### src/rtl/key_event_gen_if.sv
`default_nettype none
// ============================================================================
// Module      : key_event_gen_if
// Description : Key level inputs and per-key event outputs of key_event_gen.
// Revision    : 1.0 - initial release
// ============================================================================
interface key_event_gen_if #(
    parameter int W = 1
);
    logic [W-1:0] i_key_in;
    logic [W-1:0] o_press;
    logic [W-1:0] o_release;
    logic [W-1:0] o_long_press;
    logic [W-1:0] o_repeat;
    logic [W-1:0] o_held;

    modport master (
        output i_key_in,
        input  o_press,
        input  o_release,
        input  o_long_press,
        input  o_repeat,
        input  o_held
    );

    modport slave (
        input  i_key_in,
        output o_press,
        output o_release,
        output o_long_press,
        output o_repeat,
        output o_held
    );
endinterface
`default_nettype wire

### src/rtl/key_event_gen.sv
`default_nettype none
// ============================================================================
// Module      : key_event_gen
// Description : Per-key press / release / long-press / auto-repeat pulse
//               generator. Auto-repeat enabled by KEY_EVENT_GEN_AUTO_REPEAT_EN.
// Revision    : 1.0 - initial release
// ============================================================================
module key_event_gen #(
    parameter int W             = 1,
    parameter int ACTIVE_LOW    = 1,
    parameter int CNT_W         = 26,
    parameter int HOLD_CYCLES   = 25_000_000,
    parameter int REPEAT_CYCLES = 5_000_000
) (
    input  wire logic         clk,
    input  wire logic         reset,
    key_event_gen_if.slave    bus
);

    localparam logic [1:0]       c_IDLE      = 2'd0;
    localparam logic [1:0]       c_HOLD      = 2'd1;
    localparam logic [1:0]       c_LONG      = 2'd2;
    localparam logic             c_UP_LEVEL  = 1'(ACTIVE_LOW);
    localparam logic [CNT_W-1:0] c_HOLD_LAST = CNT_W'(HOLD_CYCLES - 1);
`ifdef KEY_EVENT_GEN_AUTO_REPEAT_EN
    localparam logic [CNT_W-1:0] c_REP_LAST  = CNT_W'(REPEAT_CYCLES - 1);
`endif

    logic [W-1:0] w_press;
    logic [W-1:0] w_release;
    logic [W-1:0] w_long_press;
    logic [W-1:0] w_repeat;
    logic [W-1:0] w_held;

    for (genvar gi = 0; gi < W; gi++) begin : g_key
        logic             w_down;
        logic [1:0]       r_state;
        logic [1:0]       w_state_nxt;
        logic [CNT_W-1:0] r_cnt;
        logic [CNT_W-1:0] w_cnt_nxt;
        logic             r_press,      w_press_nxt;
        logic             r_release,    w_release_nxt;
        logic             r_long_press, w_long_press_nxt;
        logic             r_repeat,     w_repeat_nxt;
        logic             r_held,       w_held_nxt;

        assign w_down = bus.i_key_in[gi] ^ c_UP_LEVEL;

        always_ff @(posedge clk or posedge reset) begin
            if (reset) begin
                r_state      <= c_IDLE;
                r_cnt        <= '0;
                r_press      <= 1'b0;
                r_release    <= 1'b0;
                r_long_press <= 1'b0;
                r_repeat     <= 1'b0;
                r_held       <= 1'b0;
            end else begin
                r_state      <= w_state_nxt;
                r_cnt        <= w_cnt_nxt;
                r_press      <= w_press_nxt;
                r_release    <= w_release_nxt;
                r_long_press <= w_long_press_nxt;
                r_repeat     <= w_repeat_nxt;
                r_held       <= w_held_nxt;
            end
        end

        // Release always wins over a terminal count in the same cycle.
        always_comb begin
            w_state_nxt = r_state;
            w_cnt_nxt   = r_cnt;
            case (r_state)
                c_IDLE: begin
                    if (w_down) begin
                        w_state_nxt = c_HOLD;
                        w_cnt_nxt   = '0;
                    end
                end
                c_HOLD: begin
                    if (!w_down) begin
                        w_state_nxt = c_IDLE;
                        w_cnt_nxt   = '0;
                    end else if (r_cnt == c_HOLD_LAST) begin
                        w_state_nxt = c_LONG;
                        w_cnt_nxt   = '0;
                    end else begin
                        w_cnt_nxt   = r_cnt + 1'b1;
                    end
                end
                c_LONG: begin
                    if (!w_down) begin
                        w_state_nxt = c_IDLE;
                        w_cnt_nxt   = '0;
`ifdef KEY_EVENT_GEN_AUTO_REPEAT_EN
                    end else if (r_cnt == c_REP_LAST) begin
                        w_cnt_nxt   = '0;
                    end else begin
                        w_cnt_nxt   = r_cnt + 1'b1;
                    end
`else
                    end else begin
                        w_cnt_nxt   = '0;
                    end
`endif
                end
                default: begin
                    w_state_nxt = c_IDLE;
                    w_cnt_nxt   = '0;
                end
            endcase
        end

        always_comb begin
            w_press_nxt      = (r_state == c_IDLE) && w_down;
            w_release_nxt    = (r_state != c_IDLE) && !w_down;
            w_long_press_nxt = (r_state == c_HOLD) && w_down && (r_cnt == c_HOLD_LAST);
`ifdef KEY_EVENT_GEN_AUTO_REPEAT_EN
            w_repeat_nxt     = (r_state == c_LONG) && w_down && (r_cnt == c_REP_LAST);
`else
            w_repeat_nxt     = 1'b0;
`endif
            w_held_nxt       = (w_state_nxt != c_IDLE);
        end

        assign w_press[gi]      = r_press;
        assign w_release[gi]    = r_release;
        assign w_long_press[gi] = r_long_press;
        assign w_repeat[gi]     = r_repeat;
        assign w_held[gi]       = r_held;
    end

    assign bus.o_press      = w_press;
    assign bus.o_release    = w_release;
    assign bus.o_long_press = w_long_press;
    assign bus.o_repeat     = w_repeat;
    assign bus.o_held       = w_held;

endmodule
`default_nettype wire

### src/flat_wrapper.sv
// flat-port wrapper written by rule: the top's interface ports become plain ports
module key_event_gen_flat 
#(
    parameter int W             = 1,
    parameter int ACTIVE_LOW    = 1,
    parameter int CNT_W         = 26,
    parameter int HOLD_CYCLES   = 25_000_000,
    parameter int REPEAT_CYCLES = 5_000_000
)
  (clk, reset, bus_i_key_in, bus_o_press, bus_o_release, bus_o_long_press, bus_o_repeat, bus_o_held);
  key_event_gen_if #(.W(W)) bus_i ();
  input  wire logic clk;
  input  wire logic reset;
  input wire logic [$bits(bus_i.i_key_in)-1:0] bus_i_key_in;
  output wire logic [$bits(bus_i.o_press)-1:0] bus_o_press;
  output wire logic [$bits(bus_i.o_release)-1:0] bus_o_release;
  output wire logic [$bits(bus_i.o_long_press)-1:0] bus_o_long_press;
  output wire logic [$bits(bus_i.o_repeat)-1:0] bus_o_repeat;
  output wire logic [$bits(bus_i.o_held)-1:0] bus_o_held;
  assign bus_i.i_key_in = bus_i_key_in;
  assign bus_o_press = bus_i.o_press;
  assign bus_o_release = bus_i.o_release;
  assign bus_o_long_press = bus_i.o_long_press;
  assign bus_o_repeat = bus_i.o_repeat;
  assign bus_o_held = bus_i.o_held;
  key_event_gen #(.W(W), .ACTIVE_LOW(ACTIVE_LOW), .CNT_W(CNT_W), .HOLD_CYCLES(HOLD_CYCLES), .REPEAT_CYCLES(REPEAT_CYCLES)) u_core (.clk(clk), .reset(reset), .bus(bus_i));
endmodule
### config.mk
export PLATFORM = sky130hd
export DESIGN_NAME = key_event_gen_flat
export DESIGN_NICKNAME = d
export VERILOG_FILES = /design/src/rtl/key_event_gen_if.sv /design/src/rtl/key_event_gen.sv /design/src/flat_wrapper.sv
export SDC_FILE = /design/constraint.sdc
export NUM_CORES = 1
export LEC_CHECK = 0
export CAP_MARGIN = 20
export CELL_PAD_IN_SITES_DETAIL_PLACEMENT = 1
export CELL_PAD_IN_SITES_GLOBAL_PLACEMENT = 1
export CORE_UTILIZATION = 49
export CTS_BUF_LIST = sky130_fd_sc_hd__clkbuf_8
export DETAILED_ROUTE_END_ITERATION = 8
export GPL_TIMING_DRIVEN = 0
export PLACE_DENSITY_LB_ADDON = 0.1
export RECOVER_POWER = 50
export SYNTH_ARGS = -nofsm -noshare
export SYNTH_HDL_FRONTEND = slang
export SYNTH_SLANG_ARGS = --single-unit
### constraint.sdc
create_clock -name clk -period 2.85 [get_ports clk]
set_input_delay 0.57 -clock clk [delete_from_list [all_inputs] [get_ports clk]]
set_output_delay 0.57 -clock clk [all_outputs]
set_load 0.05 [all_outputs]
==> impl_metrics.yaml <==
run_status:
  outcome: "finished, final reports clean"
drt:
  wl_met3_microns: 172
  wl_met1_mm: 1.67
  drt_iter0_markers: 26
  num_vias: 1294
  vias_per_cell: 5.73
  drt.antenna.violating_nets: 0
  routed_wl_mm: 3.91
  dr.pass1.iters: 4
  wl_per_cell_microns: 17.3
  wl_met2_mm: 1.97
  drc: 0
  highest_layer: "met4"
clocking:
  cts_tree: "yes"
  clkTransAtPathRegs_ps: 60
  cts_resized: 0
  cts_hold_buf: 0
  clkSinkCount: 32
  post_cts_buffers: 0
  clock_path_buffers: 2
  cts_buffers: 5
  clk_latency_ps: 280
  clock_tree.root_cell: "clkbuf_8"
  h-tree-depth: 2
yosys:
  ys_ff_latch: 32
  synth_top_area_share_pct: 47.5
  synthArstFlopShare_pct: 100
  yosysTopAreaCell: "dfrtp_1"
  synth_nets: 171
  synth-warning-count: 0
  synth.distinct_cells: 41
  seq_area_frac_synth_pct: 47.5
  syn-instance-count: 167
  yosys-top-cells-area: "dfrtp_1 48%, xor2_1 7.8%, nor2_1 6.0%"
  avgSynthCellArea_sq_um: 10.1
  synth_edf_count: 0
  syn_area_sq_um: 1680
  synth_ff_type: "dfrtp_1"
place:
  globalplace.congestion: 0.769
  pre_cts_ws_ps: 32.9
  placed_cells: 218
  dp_hpwl_mm: 2.82
  io_buffers: 6
sta:
  worstMarginPinSlew_ps: 1030
  finalWorstSetupSlack_ps: 276
  fin_crit_ps: 2570
  slew_headroom_pct: 31.2
  fin_worst_skew_ps: 6.57
  finalSetupViolations: 0
  finalCritPeriodShare_pct: 90.3
  fmax_ghz: 0.388
  grt_setup_unrepaired: "false"
  maxSlewViolCount: 0
  fin_tns_setup_ps: 0
  hold_violations: 0
critical_path:
  path_max_fanout: 9
  r2r_slack_ps: 530
  crit_type: "input pin to flip-flop"
  end_kind: "flip-flop"
  worstPathArrival_ps: 2740
  cp_data_required_time_ps: 3020
  critPathLaunchType: "input pin"
final_layout:
  fillers: 374
  n_antenna_cell: 0
  area.sequential_sq_um: 801
  multi_input_area_sq_um: 795
  final_common_cell: "dfrtp_1"
  instances_no_fill: 226
  final_core_util_pct: 60.1
  drive_above_1_share_pct: 15.4
  area_delta_synth_final_pct: 12.6
  nNetsFinal: 185
  most-common-layout-cells: "32 x dfrtp_1, 27 x nor2_1, 15 x xor2_1, 10 x nand3_1"
floorplanning:
  row_count: 20
  die_x_microns: 60.6
  start_util_pct: 53.4
  die_area_sq_um: 3680
  die_y_microns: 60.6
  core_area_sq_um: 3150
  io_pins: 8
power_and_ir_drop:
  power_frac_seq_pct: 49.7
  power_frac_comb_pct: 12.7
  p_sw_w: 0.000238
  pwr-share-clk_pct: 37.7
  p_sw_share_pct: 25.1
  p_leak_nw: 0.838
  power.density_nw_per_um2: 499
  ir_worst_vdd_mv: 0.363
  p_int_w: 0.000709
  power_w: 0.000947
global_routing:
  grt-ovfl-total: 0
  grt_pass1_wl_mm: 6.65
  grt_pass1_vias: 1423
  grt_start_max_net_pins: 20
  antenna_found_initial: 0
  grtUsageTotal_pct: 25.2
min_path:
  hold_path_class: "flip-flop to flip-flop"
flow_run:
  drv_cap: 0
-- sequential cells by signal, indices dropped and copies added, names as in the netlist --
register,cells
u_core.g_key.r_cnt,26
u_core.g_key.r_state,2
u_core.bus.o_held,1
u_core.bus.o_long_press,1
u_core.bus.o_press,1
u_core.bus.o_release,1
-- stage by stage --
step	hold slack [ps]	instance area, sq um
2_1_floorplan	497	1680
4_1_cts	562	1920
6_report	554	1900
3_5_place_dp	543	1830
3_3_place_gp	515	1800
5_1_grt	582	1900
-- power by group through the flow --
stage	sequential, W	combinational (W)	clock [W]
after floorplan	0.000490	0.0000786	0
after global placement	0.000477	0.000116	0
after detailed placement	0.000479	0.000125	0
after CTS	0.000470	0.000126	0.000365
after global routing	0.000471	0.000129	0.000383
final	0.000470	0.000120	0.000357
-- cells by family after synthesis --
family                     share of synthesized area (%)
and+or+nand+nor                                     28.1
other                                              0.223
muxes                                               1.26
xor gates and xnor gates                            10.4
DFF                                                 47.5
buffers and inverters                               5.27
adders and majority gates                          0.743
AOI/OAI and AO/OA                                   6.46
-- per-layer routing --
layer / global-route usage (%) / vias up
met4: 11.0 / 0
li1: - / 602
met1: 30.2 / 652
met3: 5.12 / 10
met2: 44.0 / 30
met5: 0 / -
-- final timing paths --
check                                          start                         to  cells past startpoint
hold / removal             u_core.g_key[0].r_cnt[22]  u_core.g_key[0].r_cnt[22]                      2
min in group asynchronous                      reset   u_core.g_key[0].r_cnt[1]                      2
hold reg to reg            u_core.g_key[0].r_cnt[22]  u_core.g_key[0].r_cnt[22]                      2
max in group asynchronous                      reset  u_core.g_key[0].r_cnt[24]                      3
setup / recovery                        bus_i_key_in  u_core.g_key[0].r_cnt[22]                      6
setup reg to reg           u_core.g_key[0].r_cnt[17]  u_core.g_key[0].r_cnt[16]                      7
-- Yosys cell counts (2+ instances only) --
library cell	count
nor3_1	4
a21oi_1	4
nand4_1	9
nand2_1	9
dfrtp_1	32
and3_1	9
xor2_1	15
o21a_1	2
nor4_1	2
nor2_1	27
o21ai_0	3
or3_2	2
a31oi_1	2
and2b_2	2
xnor2_1	5
buf_6	3
nand3_1	10
inv_1	3
and3_2	2
-- final cells by class --
cell class / instances / share of cell area [%]
Clock inverter: 2 / 0.528
Buffer: 6 / 4.09
Inverter: 3 / 0.594
Tap cell: 44 / 2.90
Timing Repair Buffer: 7 / 3.37
Multi-Input combinational cell: 126 / 41.9
Sequential cell: 32 / 42.2
Clock buffer: 6 / 4.36
-- worst max-delay path: stages --
cell and delay, ps:
clkdlybuf4s50_1 530, nor3b_1 240, nor4b_2 840, nand4_1 290, xor2_1 210, nor2_1 60
Note: power is estimated with default switching activity, not from simulation.
